`config.mk`:
```
export PLATFORM = sky130hd
export DESIGN_NAME = memoria_principal
export DESIGN_NICKNAME = d
export VERILOG_FILES = /design/src/rtl/memoria_principal.sv
export SDC_FILE = /design/constraint.sdc
export NUM_CORES = 1
export LEC_CHECK = 0
export ABC_AREA = 0
export CORE_ASPECT_RATIO = 0.8
export CORE_UTILIZATION = 40
export CTS_CLUSTER_SIZE = 16
export DETAILED_ROUTE_END_ITERATION = 8
export HOLD_SLACK_MARGIN = 0.12
export PLACE_DENSITY_LB_ADDON = 0.3
export SYNTH_ARGS = -nofsm -noshare
export SYNTH_HDL_FRONTEND = slang
export SYNTH_SLANG_ARGS = --single-unit
```
`constraint.sdc`:
```
create_clock -name clock -period 2.9 [get_ports clock]
set_clock_uncertainty 0.15 [all_clocks]
set_input_delay 0.58 -clock clock [delete_from_list [all_inputs] [get_ports clock]]
set_output_delay 0.58 -clock clock [all_outputs]
set_load 0.05 [all_outputs]
```
`src/rtl/memoria_principal.sv`:
```
// Main memory behind the cache: 32 x 5-bit words with write-back and refill phases of LATENCIA cycles.
// Optional access statistics ports are enabled with the MEMORIA_ESTATISTICA_EN macro.
module memoria_principal #(
    parameter int unsigned LATENCIA = 2
) (
    input  logic       clock,
    input  logic       reset_n,
    input  logic       solicitacao_de_leitura,
    input  logic       solicitacao_de_escrita,
    input  logic [4:0] endereco_leitura,
    input  logic [4:0] endereco_escrita,
    input  logic [4:0] dado_escrita,
    output logic [4:0] dado_lido,
    output logic       pronto,
    output logic       ocupado
`ifdef MEMORIA_ESTATISTICA_EN
    ,
    output logic [7:0] conta_leituras,
    output logic [7:0] conta_escritas
`endif
);

    localparam int unsigned AW = 5;
    localparam int unsigned DW = 5;
    localparam int unsigned NW = 32;
    localparam int unsigned CW = 4;

    typedef enum logic [1:0] {
        OCIOSO   = 2'd0,
        ESCRITA  = 2'd1,
        LEITURA  = 2'd2,
        RESPOSTA = 2'd3
    } estado_t;

    estado_t        estado_q, estado_d;
    logic [CW-1:0]  cnt_q, cnt_d;
    logic           pend_q, pend_d;
    logic [AW-1:0]  ra_q, ra_d;
    logic [AW-1:0]  wa_q, wa_d;
    logic [DW-1:0]  wd_q, wd_d;
    logic [DW-1:0]  dado_q, dado_d;
    logic           pronto_q, pronto_d;
    logic           ocupado_q, ocupado_d;
    logic           grava_c;
    logic [DW-1:0]  mem_q [NW];

    // State and datapath registers
    always_ff @(posedge clock or negedge reset_n) begin
        if (!reset_n) begin
            estado_q  <= OCIOSO;
            cnt_q     <= '0;
            pend_q    <= 1'b0;
            ra_q      <= '0;
            wa_q      <= '0;
            wd_q      <= '0;
            dado_q    <= '0;
            pronto_q  <= 1'b0;
            ocupado_q <= 1'b0;
        end else begin
            estado_q  <= estado_d;
            cnt_q     <= cnt_d;
            pend_q    <= pend_d;
            ra_q      <= ra_d;
            wa_q      <= wa_d;
            wd_q      <= wd_d;
            dado_q    <= dado_d;
            pronto_q  <= pronto_d;
            ocupado_q <= ocupado_d;
        end
    end

    // Next-state logic; a combined request runs the write phase first so a same-address read sees new data
    always_comb begin
        estado_d = estado_q;
        cnt_d    = cnt_q;
        pend_d   = pend_q;
        ra_d     = ra_q;
        wa_d     = wa_q;
        wd_d     = wd_q;
        dado_d   = dado_q;
        grava_c  = 1'b0;
        case (estado_q)
            OCIOSO: begin
                if (solicitacao_de_escrita || solicitacao_de_leitura) begin
                    estado_d = solicitacao_de_escrita ? ESCRITA : LEITURA;
                    cnt_d    = CW'(LATENCIA - 1);
                    pend_d   = solicitacao_de_escrita && solicitacao_de_leitura;
                    ra_d     = endereco_leitura;
                    wa_d     = endereco_escrita;
                    wd_d     = dado_escrita;
                end
            end
            ESCRITA: begin
                if (cnt_q == '0) begin
                    grava_c = 1'b1;
                    if (pend_q) begin
                        estado_d = LEITURA;
                        cnt_d    = CW'(LATENCIA - 1);
                        pend_d   = 1'b0;
                    end else begin
                        estado_d = RESPOSTA;
                    end
                end else begin
                    cnt_d = cnt_q - CW'(1);
                end
            end
            LEITURA: begin
                if (cnt_q == '0) begin
                    dado_d   = mem_q[ra_q];
                    estado_d = RESPOSTA;
                end else begin
                    cnt_d = cnt_q - CW'(1);
                end
            end
            RESPOSTA: estado_d = OCIOSO;
            default:  estado_d = OCIOSO;
        endcase
        pronto_d  = (estado_d == RESPOSTA);
        ocupado_d = (estado_d != OCIOSO);
    end

    // Storage array; reset loads each word with its own address
    always_ff @(posedge clock or negedge reset_n) begin
        if (!reset_n) begin
            for (int i = 0; i < NW; i++) begin
                mem_q[i] <= DW'(i);
            end
        end else if (grava_c) begin
            mem_q[wa_q] <= wd_q;
        end
    end

    assign dado_lido = dado_q;
    assign pronto    = pronto_q;
    assign ocupado   = ocupado_q;

`ifdef MEMORIA_ESTATISTICA_EN
    logic [7:0] leit_q, escr_q;
    logic       le_c;

    assign le_c = (estado_q == LEITURA) && (cnt_q == '0);

    // Saturating counters of committed accesses
    always_ff @(posedge clock or negedge reset_n) begin
        if (!reset_n) begin
            leit_q <= '0;
            escr_q <= '0;
        end else begin
            if (le_c && (leit_q != 8'hFF)) leit_q <= leit_q + 8'd1;
            if (grava_c && (escr_q != 8'hFF)) escr_q <= escr_q + 8'd1;
        end
    end

    assign conta_leituras = leit_q;
    assign conta_escritas = escr_q;
`endif

endmodule

```
==> impl_table.tex <==
\begin{tabular}{lr}
\hline
Metric & Value \\
\hline
\multicolumn{2}{l}{\textbf{Synthesis}} \\
Synth Warn \# & 0 \\
Number of distinct standard cells referenced by the synthesized netlist & 50 \\
Proportion of synthesized flip-flops having asynchronous set or reset & 100\% \\
Commonest cells post-synth & 171 x mux2\_2, 109 x dfrtp\_1, 80 x dfstp\_2, 80 x mux2i\_1, 26 x nand2\_1 \\
Post-synthesis cell type with the largest combined area & dfrtp\_1 \\
Cell types occupying the most area after synthesis & dfrtp\_1 30\%, dfstp\_2 23\%, mux2\_2 21\%, mux2i\_1 8.7\%, a22oi\_1 1.7\% \\
Area fraction of the dominant cell type after synthesis & 29.8\% \\
Cell count after synthesis & 662 \\
Most frequently used cell type in the post-synthesis netlist & mux2\_2 \\
Post-synthesis cell area & 9160 µm² \\
Number of flip-flops and latches in the synthesized netlist & 189 \\
Main synth FF type & dfrtp\_1 \\
Mean Syn Cell Area & 13.8 µm² \\
Fraction of the yosys area taken by sequential cells & 52.7\% \\
Number of synthesized flops with an enable pin & 0 \\
Synthesized Nets & 689 \\
\multicolumn{2}{l}{\textbf{Global route}} \\
Number of global-route vias before repair & 5934 \\
Total routing resource utilization after global routing & 19.7\% \\
GR Util met1 & 27.1\% \\
Global route overflow & 0 \\
Largest net degree at the start of global routing & 56 \\
Busiest metal layer after global routing & met2 \\
Met2 usage in global routing & 30.7\% \\
Global routing usage on met3 & 4.54\% \\
Global-route wire length before repair & 34.2 mm \\
Number of antenna violations at the first check in global routing & 0 \\
\multicolumn{2}{l}{\textbf{Cells and area}} \\
Sequential cell area & 4830 µm² \\
Fill cells & 1998 \\
Share of final-layout standard cells stronger than drive strength 1 & 48.0\% \\
Number of diodes & 0 \\
Footprint of the multi-input gates & 4080 µm² \\
Post-layout instance count excluding filler cells & 1010 \\
Net count reported at finish & 718 \\
Finished layout cell area & 10400 µm² \\
Area Growth Syn to Fin & 13.5\% \\
\multicolumn{2}{l}{\textbf{Clocking}} \\
Worst-skew pair later-pin latency & 440 ps \\
CTS clock-pin slew for the worst setup and hold paths & 70 ps \\
Clock root cell & clkbuf\_16 \\
Number of sinks handled by clock tree synthesis & 189 \\
Clock buffers created by TritonCTS & 17 \\
Htree depth & 4 \\
CTS tree & yes \\
Longest Clk Path Bufs & 2 \\
\multicolumn{2}{l}{\textbf{Status}} \\
Status & completed \\
\multicolumn{2}{l}{\textbf{Worst setup path}} \\
FF-to-FF path depth & 5 \\
Worst Path Buf+Inv & 1 \\
Number of cells on the critical path & 5 \\
Internal reg-to-reg setup slack & 330 ps \\
Worst-path fanout max & 34 \\
Endpoint type of the worst setup path & flip-flop \\
Endpoint of the worst-slack reg-to-reg timing path & dado\_lido[2]\$\_DFFE\_PN0P\_ \\
Worst setup SP type & flip-flop \\
Cell class contributing the biggest share of worst-path delay & compound AO/OA/AOI/OAI gates \\
Kind of critical path & flip-flop to flip-flop \\
Launch point of the worst reg-to-reg path & ra\_q[0]\$\_DFFE\_PN0P\_ \\
CP Cell Sequence & buf\_4, mux2i\_1, a221oi\_1, o22ai\_1, o41ai\_2 \\
Slowest stage cell on the critical path & dfrtp\_4 \\
Highest cell delay on the worst timing path & 860 ps \\
Crit path capture & dado\_lido[2]\$\_DFFE\_PN0P\_ \\
Worst setup path startpoint & ra\_q[0]\$\_DFFE\_PN0P\_ \\
Crit path arrival time & 2750 ps \\
Required time of the worst setup path & 3090 ps \\
\multicolumn{2}{l}{\textbf{STA}} \\
Minimum setup slack in the final design & 333 ps \\
Number of setup violations in the final report & 0 \\
Crit path time final & 2570 ps \\
Normalized max-slew margin & 29.5\% \\
Count of endpoints failing hold in the final timing report & 0 \\
Transition time at the pin with the least slew margin & 1060 ps \\
Final period util & 88.5\% \\
RSZ-0062 raised after global routing & false \\
Max Slew Vio Count & 0 \\
Maximum clock frequency & 389 MHz \\
Setup total negative slack & 0 ps \\
\multicolumn{2}{l}{\textbf{Drt}} \\
Via-per-instance ratio & 5.50 \\
Post-route ant nets & 0 \\
Remaining routing DRC violations & 0 \\
WL final & 21.2 mm \\
Vias & 5558 \\
Final routed wire length divided by cell count & 21.0 µm \\
Iter 0 DRT Violations & 350 \\
Drt first pass iters & 5 \\
\multicolumn{2}{l}{\textbf{Place}} \\
GP Congestion & 0.809 \\
Inst Count DP & 977 \\
Instance area after placement & 9800 µm² \\
Count of input and output buffers & 25 \\
Estimated wirelength of the detail-placed design & 14.1 mm \\
Setup Slack @ Placement & 315 ps \\
\multicolumn{2}{l}{\textbf{Power and ir drop}} \\
LEAKAGE & 4.62 nW \\
Sw Ratio & 37.3\% \\
Sequential share of power & 41.9\% \\
Power, Total & 11.4 mW \\
Switching component of the power & 4.25 mW \\
Proportion of power drawn by combinational gates & 37.6\% \\
VDD IR-drop max & 543 µV \\
Power per cell area & 1100 nW/µm² \\
Clock power share & 20.5\% \\
Internal power contribution & 7.14 mW \\
\multicolumn{2}{l}{\textbf{Die}} \\
Row count & 49 \\
Total core area & 22400 µm² \\
Chip height & 137 µm \\
Die span in x & 171 µm \\
Initial core utilization & 40.8\% \\
Ports placed on the boundary & 26 \\
Floorplan die area & 23500 µm² \\
\multicolumn{2}{l}{\textbf{Flow run}} \\
Reported max-cap violation count & 0 \\
\multicolumn{2}{l}{\textbf{Min path}} \\
Cells on Worst Hold Path & 1 \\
Worst Hold Class & flip-flop to flip-flop \\
HP Start & mem\_q[85]\$\_DFFE\_PN0P\_ \\
\hline
\end{tabular}
## final cells by class
class	instances	share of cell area, %
sequential	189	46.5
multi-input combinational	426	39.2
timing repair buffer	50	4.73
clock buffer	20	4.30
tap	306	3.68
clock inverter	12	1.34
inverter	7	0.253
## worst register-to-register path, cell delays in order, from the launching register on
cell and delay [ps]:
dfrtp_4 860, buf_4 360, mux2i_1 140, a221oi_1 400
o22ai_1 220, o41ai_2 340
## worst min path at each step
stage,slack (ps),endpoint
global route,360,mem_q[151]$_DFFE_PN0P_
global placement,330,mem_q[128]$_DFFE_PN0P_
finish,340,mem_q[85]$_DFFE_PN0P_
floorplan,130,cnt_q[0]$_DFFE_PN0P_
detailed placement,330,mem_q[85]$_DFFE_PN0P_
CTS,350,mem_q[85]$_DFFE_PN0P_
## timing repair
action	CTS	global route
hold buffers	1	0
endpoints found under the hold margin	33	0
buffers inserted	0	0
resized for setup	0	0
## layer usage
metal / vias to the layer above / part of all wire, %
met3: 22 / 5.9
met1: 2905 / 47
met5: - / 0
met2: 139 / 46
li1: 2492 / -
met4: 0 / 1.1
## through the flow
stage / utilization (%) / hold WS, ps
finish: 46.3 / 343
global route: 46.3 / 362
CTS: 46.3 / 345
detailed placement: 43.7 / 329
global placement: 43.7 / 328
floorplan: - / 134
## power by group through the flow
stage               clock network [mW]  logic, mW  registers [mW]
detailed placement                   0       4.27            4.81
finish                            2.34       4.28            4.78
floorplan                            0       3.25            4.41
CTS                               2.39       4.30            4.77
global route                      2.50       4.62            4.91
global placement                     0       4.18            4.76
## logic make-up (layout without fill, tap and decap cells)
family	count (synthesis)	after routing	share of synthesized area, %
flip-flops	189	189	52.7
buffers and inverters	47	89	2.81
multiplexers	255	255	30.3
AO/OA/AOI/OAI	81	81	7.31
AND/OR/NAND/NOR	82	82	5.79
adder cells (fa/ha/maj)	8	8	1.09
## cells in the final DEF, fill, tap and decap left out, types with 5 or more instances in the layout
master,netlist,routed
a21oi_1,11,11
a221oi_2,7,7
a22o_1,11,11
a22oi_1,21,21
buf_4,6,20
clkbuf_16,0,17
clkdlybuf4s50_1,0,24
dfrtp_1,109,108
dfstp_2,80,80
ha_1,8,8
inv_1,7,7
mux2_2,171,171
mux2i_1,80,80
nand2_1,26,26
nor2_1,14,14
nor2_4,7,7
o21ai_0,6,6
o22ai_1,8,8
o41ai_2,5,5
## flip-flops by register name (all words and copies together) (netlist names)
signal	count
ra_q	5
pronto	1
wa_q	5
ocupado	1
estado_q	2
wd_q	5
dado_lido	5
pend_q	1
mem_q	160
cnt_q	4
Note: power is estimated with default switching activity, not from simulation.
==> edit 1 (config.mk and constraints unchanged) <==
Encoding of `estado_t`: now one-hot (4 bits for 4 values).
--- a/src/rtl/memoria_principal.sv
+++ b/src/rtl/memoria_principal.sv
@@ -25,11 +25,11 @@
     localparam int unsigned NW = 32;
     localparam int unsigned CW = 4;
 
-    typedef enum logic [1:0] {
-        OCIOSO   = 2'd0,
-        ESCRITA  = 2'd1,
-        LEITURA  = 2'd2,
-        RESPOSTA = 2'd3
+    typedef enum logic [3:0] {
+        OCIOSO   = 4'b0001,
+        ESCRITA  = 4'b0010,
+        LEITURA  = 4'b0100,
+        RESPOSTA = 4'b1000
     } estado_t;
 
     estado_t        estado_q, estado_d;
Function: no difference found for any inputs over 4 cycles, from zero or initial values and one cycle with reset_n low; so few cycles prove little.
==> edit 1 against the original RTL <==
- worst setup slack got worse by 0.12 ns
- synthesized cell count did not move
- die area fell by 1.3%
- count of clock-buffer cells in the layout rose by 4
- sequential cell count rose by 2
- design area fell by 0.40%
- power fell by 19%
- first-iteration DRC count fell by 6.3%
- hold slack got worse by 0.0017 ns
- global-route usage rose by 0.29 points
- area after synthesis fell by 1.3%
- via count fell by 0.50%
- routed wire length barely moved
- sequential power fell by 23%
- critical path type unchanged
- highest routed layer unchanged
==> edit 1: results (changes against the original RTL) <==
| Metric | Value |
|---|---|
| Status | `complete, no violations` |
| Peak supply drop | `0.507 mV (-6.6%)` |
| Initial DRC count | `328 (-6.3%)` |
| FILL cells | `1933 (-3.3%)` |
| Fin crit share | `0.927 (+0.0420)` |
| RR Startpoint | `cnt_q[0]` |
| Post-layout nets | `711 (-0.97%)` |
| Placed Area | `9690 um2 (-1.1%)` |
| Vias in the first global route | `5922 (-0.20%)` |
| RD Place Congestion | `0.862 (+6.6%)` |
| Commonest cells in the netlist | `mux2_2 (166), dfrtp_1 (110), dfstp_2 (81)` |
| Crit Path Max Fanout | `8 (-76%)` |
| GRT Total Usage | `0.200 (+0.00285)` |
| DRT Pass-1 Iters | `4 (-1)` |
| Reg2Reg Depth | `7 (+2)` |
| Switch share | `0.361 (-0.0124)` |
| Post-synthesis net count | `683 (-0.87%)` |
| Netlist cell types | `44 (-12%)` |
| Routed vias | `5530 (-0.50%)` |
| Static leakage | `4.60 nW (-0.38%)` |
| First-pass GRT wire length | `34.2 mm (+0.10%)` |
| HP Start | `mem_q[96]` |
| Rel. slew slack | `0.162 (-0.133)` |
| Worst Hold Endpoint | `mem_q[96]` |
| Post-synthesis sequential area ratio | `0.540 (+0.0125)` |
| DP HPWL | `14.7 mm (+4.6%)` |
| Synth top area cells | `dfrtp_1 (30%), dfstp_2 (24%), mux2_2 (21%)` |
==> edit 1: layer usage <==
metal,vias up,part of all wire,wire [um],global-route usage
met2,120,0.45,9650,0.307
li1,2475,-,-,-
met5,-,0,0,0
met1,2917,0.49,10400,0.285
met3,18,0.045,953,0.0410
met4,0,0.010,213,0.0536
==> edit 1: logic make-up after synthesis <==
kind of cell             after synthesis  share of synthesized area
buffers and inverters                 43                     0.0217
adder cells (fa/ha/maj)                2                    0.00277
AO/OA/AOI/OAI                         76                     0.0603
multiplexers                         256                      0.308
flip-flops                           191                      0.540
AND/OR/NAND/NOR                       94                     0.0677
==> edit 1: what timing repair did <==
| action | CTS | global route |
|---|---|---|
| endpoints found under the hold margin | 19 | 0 |
| hold buffers | 1 | 0 |
| gates resized for setup | 0 | 0 |
==> edit 1: worst max path at each step <==
stage | startpoint | to | depth (start not counted)
after floorplan | cnt_q[0] | mem_q[5] | 8
after global placement | cnt_q[0] | mem_q[5] | 7
after detailed placement | cnt_q[0] | mem_q[85] | 7
after CTS | cnt_q[0] | mem_q[5] | 7
after global routing | cnt_q[0] | mem_q[5] | 7
final | cnt_q[0] | mem_q[5] | 7
==> edit 1: area by class of cell <==
cell class,instances,area share
Sequential cell,191,0.472
Multi-Input combinational cell,428,0.383
Clock buffer,24,0.0485
Timing Repair Buffer,47,0.0441
Tap cell,300,0.0363
Clock inverter,8,0.0146
Inverter,5,0.00181
==> edit 1: worst max-delay path, cell delays in order, from the launching register on <==
cell and delay, ns:
dfrtp_1 0.40, inv_1 0.09, ha_1 0.16, or3b_1 0.52, nor3b_4 0.45, nand2_2 0.21
nor2_4 0.23, mux2_2 0.35
==> edit 1: stage by stage <==
step           instances  hold WS (ns)
2_1_floorplan        662         0.134
3_3_place_gp         970         0.318
3_5_place_dp         970         0.329
4_1_cts             1003         0.344
5_1_grt             1003         0.365
6_report            1003         0.341
==> edit 1: power groups by stage <==
stage / registers, mW / logic (mW) / clock network [mW]
after global routing: 3.76 / 3.17 / 2.73
after floorplan: 3.47 / 2.09 / 0
final: 3.70 / 2.95 / 2.57
after detailed placement: 3.74 / 2.93 / 0
after CTS: 3.69 / 2.95 / 2.62
after global placement: 3.70 / 2.88 / 0
==> edit 2 (same settings) <==
Made on the original files. Build with the macro `MEMORIA_ESTATISTICA_EN` defined.
--- a/src/rtl/memoria_principal.sv
+++ b/src/rtl/memoria_principal.sv
@@ -1,5 +1,7 @@
 // Main memory behind the cache: 32 x 5-bit words with write-back and refill phases of LATENCIA cycles.
 // Optional access statistics ports are enabled with the MEMORIA_ESTATISTICA_EN macro.
+`define MEMORIA_ESTATISTICA_EN
+
 module memoria_principal #(
     parameter int unsigned LATENCIA = 2
 ) (
Behaviour (old outputs only; new: conta_escritas and conta_leituras): same outputs for any inputs over 4 cycles, from zero or initial values and one cycle with reset_n low; that may be too few to reach the edited logic, so the function may still have changed.
==> edit 2 against the original RTL <==
- critical endpoint is now mem_q[22]
- area after synthesis rose by 7.7%
- worst setup slack worse by 0.067 ns
- critical path type unchanged
- non-clock buffer count increased by 19
- cell count increased by 10%
- first-iteration DRC count rose by 17%
- routed wire length is 11% higher
- sequential cell count up 16
- design area up 10%
- power grew 15%
- largest cell class unchanged
==> edit 2: results (changes against the original RTL) <==
| Metric | Value |
|---|---|
| Bufs on Longest Clock Path | `3 (+1)` |
| Reg2Reg Depth | `6 (+1)` |
| Routed wl met3 | `1.26 mm (+0.40%)` |
| Status | `complete, no violations` |
| Grt met3 use | `0.0339 (-0.0115)` |
| Initial DRC count | `409 (+17%)` |
| GRT Total Usage | `0.197 (about the same)` |
| Mean Syn Cell Area | `13.5 um2 (-2.5%)` |
| Worst slack, placed | `0.296 ns (-0.0188 ns)` |
| Met2 Routed Length | `10.9 mm (+11%)` |
| Clock Latency Late Sink | `0.51 ns (+0.07 ns)` |
| Hold Path Stages | `1 (unchanged)` |
| Depth of the CTS H-tree | `1 (-3)` |
| DRT met1 WL | `10.9 mm (+9.6%)` |
| Synth top area cells | `dfrtp_1 (32%), dfstp_2 (21%), mux2_2 (20%)` |
| Largest net degree at the start of global routing | `87 (+55%)` |
| Post-DR wirelength/cell | `21.1 um (+0.60%)` |
| Slowest-stage cell, CP | `nor2_1` |
| Vias in the first global route | `6863 (+16%)` |
| Worst Hold Class | `reg -> reg` |
| Netlist cell types | `54 (+8.0%)` |
| Initial antenna violation count | `0 (unchanged)` |
| Clock network power share | `0.221 (+0.016)` |
| Commonest cells in the netlist | `mux2_2 (176), dfrtp_1 (125), dfstp_2 (80), mux2i_1 (80), nand2_1 (37)` |
| Routed vias | `6150 (+11%)` |
| TritonCTS Buffers | `22 (+5)` |
| DP HPWL | `16.4 mm (+17%)` |
| Peak supply drop | `0.927 mV (+71%)` |
| Share of cells above drive strength 1 | `0.433 (-0.0476)` |
| Biggest register | `mem_q` |
| Static leakage | `5.14 nW (+11%)` |
| M2 GR Usage | `0.315 (+0.00760)` |
| Crit Path Max Fanout | `8 (-76%)` |
| Buffers on Ports | `41 (+64%)` |
| Post-CTS sizing | `0 (unchanged)` |
| Pin slew with the least headroom to its limit | `0.957 ns (-0.101 ns)` |
| Worst EP arrival | `2.87 ns (+0.12 ns)` |
| Met1 Use GR | `0.275 (+0.00395)` |
| RD Place Congestion | `0.814 (+0.59%)` |
| Drt via density | `5.53 (+0.50%)` |
| Placed cell count | `1071 (+9.6%)` |
| Internal | `8.27 mW (+16%)` |
| Post-layout nets | `813 (+13%)` |
| P_comb | `4.92 mW (+15%)` |
| Post-synthesis net count | `760 (+10%)` |
| Clock-pin slew on the worst setup and hold paths | `around 0.060 ns` |
| First-pass GRT wire length | `38.4 mm (+12%)` |
| CP max stage delay | `0.53 ns (-0.33 ns)` |
| Critical path's top delay family | `simple AND/OR/NAND/NOR gates` |
| Post-synthesis sequential area ratio | `0.530 (+0.00313)` |
## edit 2: changes by cell type in the layout (fill, tap and decap cells not counted), sizes merged, moves of 8 or more
cell	unedited run	this run
clkdlybuf4s50	24	40
nand3	1	9
clkbuf	20	37
nand2	26	37
dfrtp	109	125
## edit 2: what timing repair did
item / CTS / global route
endpoints found under the hold margin: 39 / 0
hold buffers: 1 / 0
buffers inserted: 0 / 0
## edit 2: cell type report
type / count / area [um2]
Clock inverter: 4 / 72.6
Inverter: 8 / 30.0
Timing Repair Buffer: 69 / 677
Clock buffer: 36 / 684
Multi-Input combinational cell: 478 / 4380
Sequential cell: 205 / 5230
Fill cell: 2078 / 12300
Tap cell: 312 / 390
## edit 2: cells by family (layout without fill, tap and decap cells)
kind of cell    Yosys count  in the layout  share of synthesized area
compound gates           84             84                     0.0690
xor+xnor                 13             13                     0.0115
fa+ha+maj                10             10                     0.0127
buf+inv                  48            117                     0.0259
flops                   205            205                      0.530
mux                     256            256                      0.282
simple gates            115            115                     0.0681
## edit 2: worst paths after layout
check | slack, ns | endpoint | from
setup / recovery | 0.27 | mem_q[22] | cnt_q[0]
setup reg to reg | 0.27 | mem_q[22] | cnt_q[0]
hold / removal | 0.34 | conta_escritas[6] | conta_escritas[6]
min in group asynchronous | 0.54 | wd_q[2] | reset_n
hold reg to reg | 0.34 | conta_escritas[6] | conta_escritas[6]
max in group asynchronous | 1.19 | mem_q[98] | reset_n
## edit 2: per-stage QoR
stage / total power [mW] / cell area [um2]
after floorplan: 8.56 / 9860
after global placement: 10.0 / 10700
after detailed placement: 10.3 / 10700
after CTS: 13.2 / 11500
after global routing: 13.9 / 11500
final: 13.2 / 11500
